==> config.mk <==
export PLATFORM = sky130hd
export DESIGN_NAME = mux_scan_sequencer
export DESIGN_NICKNAME = d
export VERILOG_FILES = /design/src/rtl/mux_scan_sequencer.sv
export SDC_FILE = /design/constraint.sdc
export NUM_CORES = 1
export LEC_CHECK = 0
export CAP_MARGIN = 15
export CORE_MARGIN = 1
export CORE_UTILIZATION = 35
export CTS_CLUSTER_SIZE = 20
export DETAILED_ROUTE_END_ITERATION = 8
export DONT_BUFFER_PORTS = 1
export HOLD_SLACK_MARGIN = 0.12
export PLACE_DENSITY_LB_ADDON = 0.08
export SYNTH_ARGS = -nofsm -noshare
export SYNTH_HDL_FRONTEND = slang
export SYNTH_SLANG_ARGS = --single-unit
==> constraint.sdc <==
create_clock -name clk -period 2.83 [get_ports clk]
set_input_delay 0.566 -clock clk [delete_from_list [all_inputs] [get_ports clk]]
set_output_delay 0.566 -clock clk [all_outputs]
set_load 0.05 [all_outputs]
==> src/rtl/mux_scan_sequencer.sv <==
// Scans a 4:1 mux over channels 0..3, one sample per channel after a dwell,
// and hands the packed 4-bit frame downstream on a valid/ready handshake.
module mux_scan_sequencer #(
    parameter int DWELL = 2,
    parameter int CNT_W = 8
) (
    input  logic       clk,
    input  logic       rst_n,
    input  logic       start,
    input  logic       cont,
    output logic [1:0] mux_s,
    output logic       mux_e,
    input  logic       mux_y,
    output logic [3:0] frame_data,
    output logic       frame_valid,
    input  logic       frame_ready,
    output logic       busy
);

    typedef enum logic [1:0] {
        IDLE = 2'd0,
        SCAN = 2'd1,
        HOLD = 2'd2
    } state_e;

    localparam logic [CNT_W-1:0] CNT_LAST = CNT_W'(DWELL - 1);

    state_e           state_q, state_d;
    logic [1:0]       ch_q, ch_d;
    logic [CNT_W-1:0] cnt_q, cnt_d;
    logic [3:0]       samp_q, samp_d;
    logic [3:0]       frame_q, frame_d;
    logic             valid_q, valid_d;

    always_ff @(posedge clk or negedge rst_n) begin
        if (!rst_n) begin
            state_q <= IDLE;
            ch_q    <= 2'd0;
            cnt_q   <= '0;
            samp_q  <= 4'd0;
            frame_q <= 4'd0;
            valid_q <= 1'b0;
        end else begin
            state_q <= state_d;
            ch_q    <= ch_d;
            cnt_q   <= cnt_d;
            samp_q  <= samp_d;
            frame_q <= frame_d;
            valid_q <= valid_d;
        end
    end

    always_comb begin
        state_d = state_q;
        ch_d    = ch_q;
        cnt_d   = cnt_q;
        samp_d  = samp_q;
        frame_d = frame_q;
        valid_d = valid_q;
        unique case (state_q)
            IDLE: begin
                if (start) begin
                    state_d = SCAN;
                    ch_d    = 2'd0;
                    cnt_d   = '0;
                    samp_d  = 4'd0;
                end
            end
            SCAN: begin
                if (cnt_q == CNT_LAST) begin
                    cnt_d          = '0;
                    ch_d           = ch_q + 2'd1;
                    samp_d[ch_q]   = mux_y;
                    // Last channel goes straight into the frame, not via samp_q
                    if (ch_q == 2'd3) begin
                        frame_d = samp_d;
                        valid_d = 1'b1;
                        state_d = HOLD;
                    end
                end else begin
                    cnt_d = cnt_q + 1'b1;
                end
            end
            HOLD: begin
                if (frame_ready) begin
                    valid_d = 1'b0;
                    ch_d    = 2'd0;
                    cnt_d   = '0;
                    samp_d  = 4'd0;
                    state_d = cont ? SCAN : IDLE;
                end
            end
            default: begin
                state_d = IDLE;
            end
        endcase
    end

    assign mux_e       = (state_q == SCAN);
    assign mux_s       = mux_e ? ch_q : 2'd0;
    assign busy        = (state_q != IDLE);
    assign frame_data  = frame_q;
    assign frame_valid = valid_q;

endmodule

==> results.cfg, run 1 <==
[hold_path]
worstHoldStart = frame_ready
hold_path_class = in -> reg
whs_path_depth = 1
holdPathEnd = state_q[1]

[detailed_routing]
wl_met1_um = 1130
routed-wl-met3_um = 81
drtIter0Drc = 27
vias = 774
route.met2.wl_um = 875
drc_errors = 1
drt-vias-per-instance = 4.87
finalWirelength_um = 2100
first_pass_iters = 7
highest_layer = met4
drtAntennaViolNets = 0
post_drt_wl_per_cell_um = 13.2

[sta]
post-route-period-util_pct = 75.8
period_needed_ns = 2.15
clock.fmax_mhz = 466
finalClockSkew_ns = 0.00329
finalHoldViolations = 0
drv_slew = 0
setup_viol_count_final = 0
maxSlewHeadroom_pct = 38.0
tightestPinTransition_ns = 0.927
setup_ws_ns = 0.684
fin_setup_tns_ns = 0
rsz0062_at_grt = false

[layout]
drive_gt1_share_pct = 14.5
finalNonFillerCells = 159
multiInputGateArea_um2 = 557
diodes = 0
seq_area_um2 = 500
nets = 130
fillers = 279
syn2layout_area_growth_pct = 11.0
final_core_util_pct = 42.5

[setup_path]
worstSetupEndpointType = output pin
start_kind = flip-flop
cp.arrival_ns = 1.58
reg2reg_from = state_q[1]
crit_path_start = state_q[1]
reg2reg_depth = 5
r2r_setup_slack_ns = 0.76
crit_required_ns = 2.26
worstSetupPathType = reg -> out
crit_fanout = 9
r2r_end = frame_data[0]

[synthesis]
synth.cell_area_mm2 = 0.00110
yosysUniqueCellTypes = 30
synth_seq_cells = 20
synthAdderAreaFrac_pct = 6.83
synthXorXnorAreaFrac_pct = 3.98
async_flop_share_pct = 100
synth_compound_area_share_pct = 16.2
synth_flop_cell = dfrtp_1
post_synth.cell_area_avg_um2 = 9.91
synth_edf_count = 0
synth_top_cell_area_share_pct = 45.5
syn_inst = 111
yosysTopAreaCell = dfrtp_1
synth_top_family_by_area = simple AND/OR/NAND/NOR gates
synthSimpleGateAreaFrac_pct = 20.0
synth_fp_nets = 123
ys_warn_count = 0
synth_common_cells = 20 x dfrtp_1, 16 x nand2_1, 10 x nor2_1, 7 x inv_1, 7 x o21ai_0
synth_mux_area_share_pct = 3.64
ys_seq_area_share_pct = 45.5
yosysMostFrequentCell = dfrtp_1
synth_area_leaders = dfrtp_1 46%, ha_1 6.8%, nand2_1 5.5%

[floorplanning]
die_h_um = 58.1
boundaryPins = 15
initial_core_util_pct = 38.2
rows = 19
die_w_um = 58.1
core_area_mm2 = 0.00288
fp.dieArea_mm2 = 0.00337

[power]
swShare_pct = 47.1
p_sw_w = 0.000665
leakagePower_nw = 0.548
pwr-share-comb_pct = 40.8
clockPowerShare_pct = 16.8
p_int_w = 0.000747
max-vdd-ir-drop_uv = 352
power_density_mw_per_mm2 = 1160
pwr-share-seq_pct = 42.4

[global_route]
grt_pass1_vias = 769
grt_pass1_wl_um = 3620
grt_max_degree = 21
grt_usage_pct = 14.2
overflow = 0
antenna_found_initial = 0

[placement]
place_congestion = 0.755
place_hpwl_um = 1560
post-place-ws_ns = 0.740
post-place-cells = 154
portBuffers = 0

[flow_run]
max-cap-violations = 0

[cts]
h-tree-depth = 1
path_clk_slew_ns = 0.12
cts-buffers-inserted = 3
clockBufferDepth = 2
post_cts_buffers = 0
clk_latency_ns = 0.30
cts_root_buffer = clkbuf_4
cts.sinks = 20
cts_tree = built

[outcome]
run_status = finished, violations left
violations = design-rule violations
critical path: stages (launching register included):
cell and delay [ns]:
dfrtp_1 0.47, nand2b_1 0.33, inv_1 0.47
kinds of logic (layout without fill, tap and decap cells):
kind of cell,after synthesis,in the layout
mux,4,4
fa+ha+maj,6,6
buf+inv,9,15
flops,20,20
simple gates,42,42
xor+xnor,5,5
compound gates,25,25
timing repair:
action                    CTS  global route
hold buffers                1             0
resized for setup           0             0
hold endpoints to repair   20             0
cell type report:
type / instances / share of cell area (%)
clock inverter: 1 / 2.46
sequential: 20 / 41.0
multi-input combinational: 82 / 45.6
inverter: 7 / 2.15
tap: 42 / 4.30
clock buffer: 3 / 1.84
timing repair buffer: 4 / 2.66
power groups by stage:
stage / clock network (W) / logic (W) / registers, W
after floorplan: 0 / 0.000467 / 0.000583
after global placement: 0 / 0.000572 / 0.000605
after detailed placement: 0 / 0.000571 / 0.000606
after CTS: 0.000242 / 0.000584 / 0.000599
after global routing: 0.000257 / 0.000654 / 0.000613
final: 0.000237 / 0.000576 / 0.000598
state kept, by name, summed over array words and instances, names as in the netlist:
| signal | count |
|---|---|
| frame_valid | 1 |
| cnt_q | 8 |
| state_q | 2 |
| ch_q | 2 |
| samp_q | 3 |
| frame_data | 4 |
per-layer routing:
layer	track usage (%)	up-vias
met5	0	-
met3	2.23	2
met4	6.12	0
li1	-	398
met1	20.3	358
met2	21.2	16
worst max path at each step:
stage / endpoint / cells after the start
after floorplan: mux_s[0] / 3
after global placement: frame_data[0] / 5
after detailed placement: frame_data[0] / 5
after CTS: mux_e / 2
after global routing: frame_data[1] / 4
final: mux_e / 2
metrics by stage:
stage | area [um^2] | hold slack [ns] | total power, W
after floorplan | 1100 | 0.270 | 0.00105
after global placement | 1160 | 0.271 | 0.00118
after detailed placement | 1160 | 0.271 | 0.00118
after CTS | 1220 | 0.323 | 0.00143
after global routing | 1220 | 0.304 | 0.00152
final | 1220 | 0.333 | 0.00141
cells in the final DEF (no fill, tap or decap), types with 3 or more instances in the layout:
master | netlist | final
nand3_1 | 3 | 3
mux2i_1 | 4 | 4
nand4_1 | 3 | 3
clkbuf_4 | 0 | 3
o31ai_1 | 5 | 5
o21ai_0 | 7 | 7
a21oi_1 | 3 | 3
nor2_1 | 10 | 10
buf_4 | 0 | 3
dfrtp_1 | 20 | 20
xnor2_1 | 5 | 5
inv_1 | 7 | 7
ha_1 | 6 | 6
nand2_1 | 16 | 16
No activity file was read; power rests on OpenSTA's default activity.
==> inputs of run 2 (changes only) <==
Clock period 2.83 ns to 2 ns, I/O delays scaled along.
==> results.cfg, run 2 (synthesis gave the netlist of run 1 again) <==
[power]
pwr-share-comb_pct = 44.8
swShare_pct = 49.8
p_int_w = 0.000937
max-vdd-ir-drop_uv = 578
power_density_mw_per_mm2 = 1540
pwr-share-seq_pct = 45.4
leakagePower_nw = 0.542
p_sw_w = 0.000929
clockPowerShare_pct = 9.8

[detailed_routing]
post_drt_wl_per_cell_um = 13.0
drc_errors = 1
finalWirelength_um = 2080
drtIter0Drc = 23
first_pass_iters = 6
drt-vias-per-instance = 4.93
vias = 788
drtAntennaViolNets = 0

[cts]
h-tree-depth = 1
clockBufferDepth = 2
cts_root_buffer = clkbuf_4
cts_tree = built
cts-buffers-inserted = 3
cts.sinks = 20
clk_latency_ns = 0.29
path_clk_slew_ns = 0.11

[sta]
tightestPinTransition_ns = 0.888
drv_slew = 0
maxSlewHeadroom_pct = 40.6
rsz0062_at_grt = false
finalHoldViolations = 0
post-route-period-util_pct = 90.9
clock.fmax_mhz = 550
fin_setup_tns_ns = 0
finalClockSkew_ns = 0.00666
period_needed_ns = 1.82
setup_viol_count_final = 0

[global_route]
grt_pass1_vias = 763
antenna_found_initial = 0
grt_max_degree = 21
grt_usage_pct = 14.6
grt_pass1_wl_um = 3640
overflow = 0

[layout]
largest_register = cnt_q
final_area_mm2 = 0.00121
drive_gt1_share_pct = 16.1
nets = 132
largest_reg_flops = 8
syn2layout_area_growth_pct = 9.90
final_cell_mix = 20 x dfrtp_1, 16 x nand2_1, 10 x nor2_1
final_core_util_pct = 42.0
diodes = 0
layout_commonest_cell = dfrtp_1

[floorplanning]
initial_core_util_pct = 38.2
die_w_um = 58.1
die_h_um = 58.1
core_area_mm2 = 0.00288
fp.dieArea_mm2 = 0.00337
boundaryPins = 15
rows = 19

[placement]
place_area_mm2 = 0.00117
portBuffers = 0
place_congestion = 0.766
place_hpwl_um = 1580

[setup_path]
path_cells = nand2b_2 -> nor2_1 -> buf_4
worstSetupPathType = reg -> out
worstSetupEndpointType = output pin
start_kind = flip-flop
crit_slowest_cell = dfrtp_1
cp.arrival_ns = 1.42
crit_fanout = 9
slowest_delay_ns = 0.48
crit_required_ns = 1.60

[flow_run]
max-cap-violations = 0

[outcome]
violations = design-rule violations
run_status = finished, violations left

[hold_path]
hold_path_class = in -> reg
==> run 2: changes by cell type in the layout (fill, tap and decap cells not counted) <==
cell       before  now
nand2b_2        0    1
nand2b_1        1    0
bufinv_16       1    0
buf_4           3    5
==> run 2: what timing repair did <==
action	CTS	global route
hold endpoints to repair	20	0
hold buffers	1	0
buffers inserted	0	0
gates resized for setup	0	1
endpoints found under the setup margin	0	2
==> run 2: final timing paths <==
path,startpoint,end,slack (ns),cells after the start
max,state_q[1],mux_s[1],0.18,3
min in group asynchronous,rst_n,frame_data[1],0.66,1
min,frame_ready,state_q[1],0.17,1
max reg2reg,cnt_q[1],ch_q[1],0.31,7
max in group asynchronous,rst_n,ch_q[1],0.79,1
min reg2reg,samp_q[0],samp_q[0],0.51,2
==> run 2: final cells by class <==
cell class	instances	area (um^2)
Multi-Input combinational cell	82	559
Fill cell	297	1670
Sequential cell	20	500
Timing Repair Buffer	6	47.5
Clock buffer	3	22.5
Inverter	7	26.3
Tap cell	42	52.6
==> run 2: metal layers <==
layer	vias up	GRT usage [%]	part of all wire (%)
met5	-	0	0
met4	0	6.12	0.87
met3	2	4.24	3.2
met2	10	21.0	45
met1	376	20.4	51
li1	400	-	-
==> run 2: worst max-delay path, delay by kind of cell, from the launching register on <==
kind	cells	cell delay, ns
buf+inv	1	0.21
simple gates	2	0.44
flops	1	0.48
==> run 2: per-stage QoR <==
step | hold WS (ns) | std cells | total power, W | setup WS (ns)
after floorplan | 0.104 | 111 | 0.00149 | 0.209
after global placement | 0.105 | 156 | 0.00167 | 0.376
after detailed placement | 0.105 | 156 | 0.00168 | 0.337
after CTS | 0.157 | 160 | 0.00188 | 0.101
after global routing | 0.145 | 160 | 0.00204 | 0.0721
final | 0.173 | 160 | 0.00187 | 0.183
==> run 2: power by group through the flow <==
stage,registers (W),clock network [W],logic [W]
2_1_floorplan,0.000825,0,0.000661
3_3_place_gp,0.000853,0,0.000818
3_5_place_dp,0.000857,0,0.000824
4_1_cts,0.000847,0.000199,0.000839
5_1_grt,0.000871,0.000221,0.000944
6_report,0.000847,0.000184,0.000835
==> inputs of run 3 (changes only) <==
Settings changed: PLACE_DENSITY from default to 0.56, PLACE_DENSITY_LB_ADDON 0.08 to default.
==> results.cfg, run 3 (synthesis gave the netlist of run 1 again) <==
[detailed_routing]
first_pass_iters = 6
drtAntennaViolNets = 0
post_drt_wl_per_cell_um = 13.6
drtIter0Drc = 16
drt-vias-per-instance = 5.12
vias = 825
drc_errors = 0
finalWirelength_um = 2180

[setup_path]
worstSetupEndpointType = output pin
start_kind = flip-flop
cp.arrival_ns = 1.47
worstSetupPathType = reg -> out
reg2reg_depth = 7
crit_required_ns = 1.60
crit_fanout = 9

[cts]
clockBufferDepth = 2
h-tree-depth = 1
cts-buffers-inserted = 3
path_clk_slew_ns = 0.14
cts.sinks = 20
clk_latency_ns = 0.33
cts_tree = built
cts_root_buffer = clkbuf_4
post_cts_buffers = 0

[placement]
place_hpwl_um = 1580
portBuffers = 0
place_congestion = 0.767

[hold_path]
hold_path_class = in -> reg
whs_path_depth = 1

[floorplanning]
boundaryPins = 15
core_area_mm2 = 0.00288
rows = 19
die_h_um = 58.1
fp.dieArea_mm2 = 0.00337
die_w_um = 58.1
initial_core_util_pct = 38.2

[layout]
largest_reg_flops = 8
fillers = 285
final_cell_mix = 20 x dfrtp_1, 16 x nand2_1, 10 x nor2_1
seq_area_um2 = 500
multiInputGateArea_um2 = 559
layout_commonest_cell = dfrtp_1
nets = 132
largest_register = cnt_q
diodes = 0
syn2layout_area_growth_pct = 12.6
drive_gt1_share_pct = 16.8

[sta]
finalClockSkew_ns = 0.0286
drv_slew = 0
fin_setup_tns_ns = 0
setup_viol_count_final = 0
tightestPinTransition_ns = 0.904
rsz0062_at_grt = false
clock.fmax_mhz = 534
finalHoldViolations = 0
maxSlewHeadroom_pct = 39.6
period_needed_ns = 1.87
post-route-period-util_pct = 93.6

[global_route]
overflow = 0
grt_max_degree = 21
grt_pass1_wl_um = 3780
antenna_found_initial = 0
grt_usage_pct = 15.0
grt_pass1_vias = 836

[power]
total_power_w = 0.00203
power_density_mw_per_mm2 = 1640
max-vdd-ir-drop_uv = 511
leakagePower_nw = 0.556

[outcome]
run_status = finished, final reports clean

[flow_run]
max-cap-violations = 0
[run 3: changes by cell type in the layout (fill, tap and decap cells not counted), sizes merged]
| cell | before | now |
|---|---|---|
| bufinv | 0 | 1 |
[run 3: report_power, final]
| group | internal (W) | switching (W) | total [W] |
|---|---|---|---|
| clock network | 0.000203 | 0.000144 | 0.000347 |
| logic | 0.000322 | 0.000513 | 0.000836 |
| registers | 0.000545 | 0.000303 | 0.000848 |
| total | 0.00107 | 0.000960 | 0.00203 |
[run 3: area by class of cell]
type	count	share of cell area [%]
Clock buffer	3	1.82
Clock inverter	1	2.42
Inverter	7	2.12
Multi-Input combinational cell	82	45.2
Sequential cell	20	40.4
Tap cell	42	4.24
Timing Repair Buffer	6	3.84
[run 3: stage by stage]
stage	hold slack [ns]	instances	utilization [%]	instance area, um^2	setup WS [ns]
3_5_place_dp	0.105	156	40.8	1170	0.280
4_1_cts	0.133	161	43.0	1240	0.0564
6_report	0.137	161	43.1	1240	0.129
5_1_grt	0.124	161	43.1	1240	0.0296
3_3_place_gp	0.105	156	40.8	1170	0.300
2_1_floorplan	0.104	111	-	1100	0.209
[run 3: repair_timing]
action,CTS,global route
endpoints found under the setup margin,0,3
hold buffers,1,0
gates resized for setup,0,1
endpoints found under the hold margin,20,0
[run 3: path summary, 6_finish.rpt]
kind,start,endpoint,slack (ns)
min in group asynchronous,rst_n,frame_data[0],0.62
worst min register to register,samp_q[0],samp_q[0],0.52
max in group asynchronous,rst_n,cnt_q[6],0.79
worst max-delay path,state_q[1],mux_s[0],0.13
worst max register to register,cnt_q[1],ch_q[1],0.32
worst min-delay path,frame_ready,state_q[1],0.14
[run 3: worst max-delay path, cell delays in order, from the launching register on]
cell and delay (ns):
dfrtp_1 0.49, nand2b_2 0.29, nor2_1 0.15, buf_4 0.22
[run 3: layer usage]
metal  vias to the layer above  GRT usage (%)  wire length [um]
li1                        405              -                 -
met1                       398           17.6               980
met2                        16           25.0              1060
met3                         6           5.13                89
met4                         0           6.12                52
met5                         -              0                 0
==> RTL edit 1, RTL diff (flow settings as in run 1) <==
Re-encode `state_e` (3 states) as one-hot, 3 bits wide.
--- a/src/rtl/mux_scan_sequencer.sv
+++ b/src/rtl/mux_scan_sequencer.sv
@@ -19,6 +19,6 @@
 
-    typedef enum logic [1:0] {
-        IDLE = 2'd0,
-        SCAN = 2'd1,
-        HOLD = 2'd2
+    typedef enum logic [2:0] {
+        IDLE = 3'b001,
+        SCAN = 3'b010,
+        HOLD = 3'b100
     } state_e;
Check against the original RTL: no difference found for any inputs over 10 cycles, from zero or initial values and one cycle with rst_n low; not proved beyond that.
==> RTL edit 1 against run 1 <==
- non-clock buffer count fell by 1
- design area up 5.2%
- setup slack lost 0.24 ns
- clock skew rose by 0.013 ns
- combinational power shrank 43%
- total power decreased by 37%
- sequential power fell by 33%
- sequential cell count increased by 1
- largest power group unchanged
- critical path depth grew 1
- synthesized area grew 9.8%
- critical path type unchanged
- highest routed layer unchanged
- largest cell class unchanged
- routed wire length increased by 16%
- synthesized cell count grew 3.6%
==> RTL edit 1: results (changes against run 1) <==
grt_pass1_wl_mm: 4.33  # +20%
clk_pin_slew_ns: 0.14  # +0.02 ns
outcome: "finished, final reports clean"
via_per_inst: 5.35  # +10%
largest_reg_flops: 8  # unchanged
maxCapViolations: 0  # unchanged
synthTopCellsByCount: "dfrtp_1, o21ai_0, nand2_1"
worstHoldStart: "mux_y"
first_iter_violations: 18  # -33%
critPathMaxStageDelay_ns: 0.63  # +0.16 ns
cp_max_fo: 14  # +5
grt_max_degree: 22  # +4.8%
cp.arrival_ns: 1.82  # +0.24 ns
ctsLongestPathBuffers: 2  # unchanged
dp_hpwl_mm: 1.70  # +8.6%
synth_area_leaders: "dfrtp_1, ha_1, mux2_4, o21ai_0, mux2_2"
reg2reg_depth: 4  # -1
fin_cells: 161  # +1.3%
maxSlewHeadroom: 0.321  # -0.0585
globalplace.congestion: 0.689  # -8.8%
post-place-ws_ns: 0.753  # +0.0134 ns
r2r_start: "state_q[2]"
min_period_ns: 2.39  # +0.239 ns
r2r_slack_ns: 0.74  # -0.02 ns
vdd_drop_max_mv: 0.400  # +14%
dpl_cell_area_um2: 1250  # +7.7%
cp-endpoint: "mux_s[0]"
dr.pass1.iters: 3  # -4
post_cts_buffers: 0  # unchanged
grt_pass1_vias: 886  # +15%
async_flop_share: 1.00  # unchanged
seq_area_frac_synth: 0.436  # -0.0188
synthDistinctLibCells: 40  # +33%
routedWlPerCell_um: 15.1  # +14%
r2r-end: "frame_data[2]"
leakagePower_nw: 0.585  # +6.7%
cp_slowest_cell: "or3b_1"
cp_top_family: "simple AND/OR/NAND/NOR gates"
drc: 0  # -1
hp-class: "input port to flip-flop"
postLayoutCellArea_um2: 1280  # +5.2%
final_nets: 130  # unchanged
gr-usage-all-layers: 0.157  # +0.0158
largest-register: "cnt_q"
power.switching_uw: 383  # -42%
fillers: 343  # +23%
avgSynthCellArea_um2: 10.5  # +6.0%
finClkSkew_ns: 0.0164  # +0.0131 ns
drive_gt1_frac: 0.188  # +0.0427
RTL edit 1: layout make-up:
cell class,count,area share
Multi-Input combinational cell,83,0.489
Tap cell,44,0.0428
Sequential cell,21,0.410
Clock inverter,1,0.00389
Inverter,6,0.0175
Clock buffer,3,0.0175
Timing Repair Buffer,3,0.0195
RTL edit 1: metal layers:
layer,up-vias,GRT usage,wire [um]
li1,421,-,-
met1,428,0.234,1280
met2,11,0.226,1060
met3,2,0.0426,76
met4,0,0.0390,21
met5,-,0,0
RTL edit 1: kinds of logic (layout without fill, tap and decap cells):
family,count (synthesis),count (layout),synth area share
AND/OR/NAND/NOR,36,36,0.188
AO/OA/AOI/OAI,30,30,0.161
flip-flops,21,21,0.436
buffers and inverters,11,13,0.0435
multiplexers,9,9,0.0953
adder cells (fa/ha/maj),6,6,0.0622
XOR/XNOR,2,2,0.0145
RTL edit 1: power by group through the flow:
| stage | clock network, mW | logic, mW | registers, mW |
|---|---|---|---|
| global placement | 0 | 0.321 | 0.406 |
| detailed placement | 0 | 0.324 | 0.407 |
| global route | 0.175 | 0.367 | 0.410 |
| finish | 0.154 | 0.328 | 0.402 |
| CTS | 0.164 | 0.332 | 0.401 |
| floorplan | 0 | 0.286 | 0.392 |
RTL edit 1: worst min-delay path by stage:
stage	depth (start not counted)	slack (ns)	to
floorplan	0	0.27	ch_q[0]
global placement	0	0.27	cnt_q[6]
detailed placement	0	0.27	cnt_q[6]
CTS	1	0.37	frame_data[3]
global route	1	0.36	frame_data[3]
finish	1	0.39	frame_data[3]
RTL edit 1: repair_timing:
action	in CTS	in global routing
resized for setup	0	0
hold endpoints to repair	21	0
hold buffers	1	0
==> RTL edit 2, RTL diff (flow settings as in run 1) <==
Made on the original files. The parameter `CNT_W` goes from 8 to 6.
--- a/src/rtl/mux_scan_sequencer.sv
+++ b/src/rtl/mux_scan_sequencer.sv
@@ -4,3 +4,3 @@
     parameter int DWELL = 2,
-    parameter int CNT_W = 8
+    parameter int CNT_W = 6
 ) (
Check against the original RTL: same outputs for any inputs over 10 cycles, from zero or initial values and one cycle with rst_n low; that may be too few to reach the edited logic, so the function may still have changed.
==> RTL edit 2 against run 1 <==
- design area fell by 8.0%
- register-to-register slack gained 0.10 ns
- clock power fell by 31%
- total power down 10%
- synthesized area is 7.3% lower
- setup slack gained 0.0040 ns
- routed wire length is 13% higher
- sequential cell count decreased by 2
- critical endpoint unchanged
- largest power group is now combinational logic
==> RTL edit 2: results (changes against run 1) <==
outcome: "finished, final reports clean"
finClkSkew_ns: 0.00171  # -0.00158 ns
synthTopCellsByCount: "dfrtp_1, nand3_1, inv_1"
ctsHoldBuffers: 1  # unchanged
post-place-ws_ns: 0.872  # +0.132 ns
vdd_drop_max_mv: 0.630  # +79%
synth_area_leaders: "dfrtp_1, ha_1, mux2_2, nand3_1, inv_1"
drive_gt1_frac: 0.159  # +0.0136
final_nets: 120  # -7.7%
synthDistinctLibCells: 32  # +6.7%
seq_area_frac_synth: 0.442  # -0.0133
grt_max_degree: 19  # -9.5%
grt_pass1_vias: 774  # +0.65%
dp_hpwl_mm: 1.64  # +5.3%
p_clk_uw: 163  # -31%
globalplace.congestion: 0.776  # +2.8%
root_buffer: "clkbuf_4"
antenna_found_initial: 0  # unchanged
cts_made_buffers: 3  # unchanged
critPathMaxStageDelay_ns: 0.52  # +0.05 ns
grt_pass1_wl_mm: 3.96  # +9.5%
fillers: 265  # -5.0%
gr-usage-all-layers: 0.162  # +0.0209
drt-total-wl_mm: 2.38  # +13%
cp_max_fo: 10  # +1
leakagePower_nw: 0.491  # -10%
dr.pass1.iters: 4  # -3
post_cts_resized: 0  # unchanged
syn_nets: 113  # -8.1%
worst_pin_slew_ns: 0.856  # -0.0707 ns
via_per_inst: 5.62  # +15%
largest_reg_flops: 6  # -2
first_iter_violations: 25  # -7.4%
swShare: 0.480  # +0.00920
clk_latency_ns: 0.30  # about the same
pg_comb_uw: 558  # -3%
dpl_cell_area_um2: 1080  # -7.0%
cp_slowest_cell: "dfrtp_1"
htreeDepth: 1  # unchanged
hold_violations: 0  # unchanged
port_buffers: 0  # unchanged
## RTL edit 2: path summary, 6_finish.rpt
kind / startpoint / end / slack (ns) / depth (start not counted)
min reg2reg: samp_q[0] / samp_q[0] / 0.54 / 2
max: state_q[1] / mux_e / 0.69 / 3
max in group asynchronous: rst_n / samp_q[0] / 1.49 / 1
max reg2reg: cnt_q[1] / cnt_q[1] / 0.86 / 5
min in group asynchronous: rst_n / cnt_q[5] / 0.81 / 1
min: frame_ready / state_q[1] / 0.36 / 1
## RTL edit 2: area by class of cell
class	instances	area (um2)	share of cell area
multi-input cells	71	524	0.467
flip-flops and latches	18	450	0.401
repair buffers	5	40.0	0.0356
well taps	31	38.8	0.0345
clock buffers	4	36.3	0.0323
inverters	9	33.8	0.0301
## RTL edit 2: per-stage QoR
step           utilization  std cells  hold slack, ns  power, mW
3_5_place_dp         0.391        133           0.271       1.10
3_3_place_gp         0.391        133           0.271       1.11
2_1_floorplan            -        101           0.270      0.956
4_1_cts              0.407        138           0.351       1.28
5_1_grt              0.407        138           0.334       1.37
6_report             0.407        138           0.364       1.27
## RTL edit 2: logic make-up after synthesis
| family | Yosys count | share of synthesized area |
|---|---|---|
| mux | 6 | 0.0663 |
| buf+inv | 12 | 0.0442 |
| fa+ha+maj | 6 | 0.0736 |
| flops | 18 | 0.442 |
| xor+xnor | 2 | 0.0172 |
| compound gates | 22 | 0.153 |
| simple gates | 35 | 0.204 |
## RTL edit 2: layer usage
layer / GRT usage / up-vias / part of all wire
li1: - / 382 / -
met1: 0.247 / 381 / 0.52
met2: 0.224 / 10 / 0.44
met3: 0.0209 / 2 / 0.024
met4: 0.0801 / 0 / 0.0071
met5: 0 / - / 0
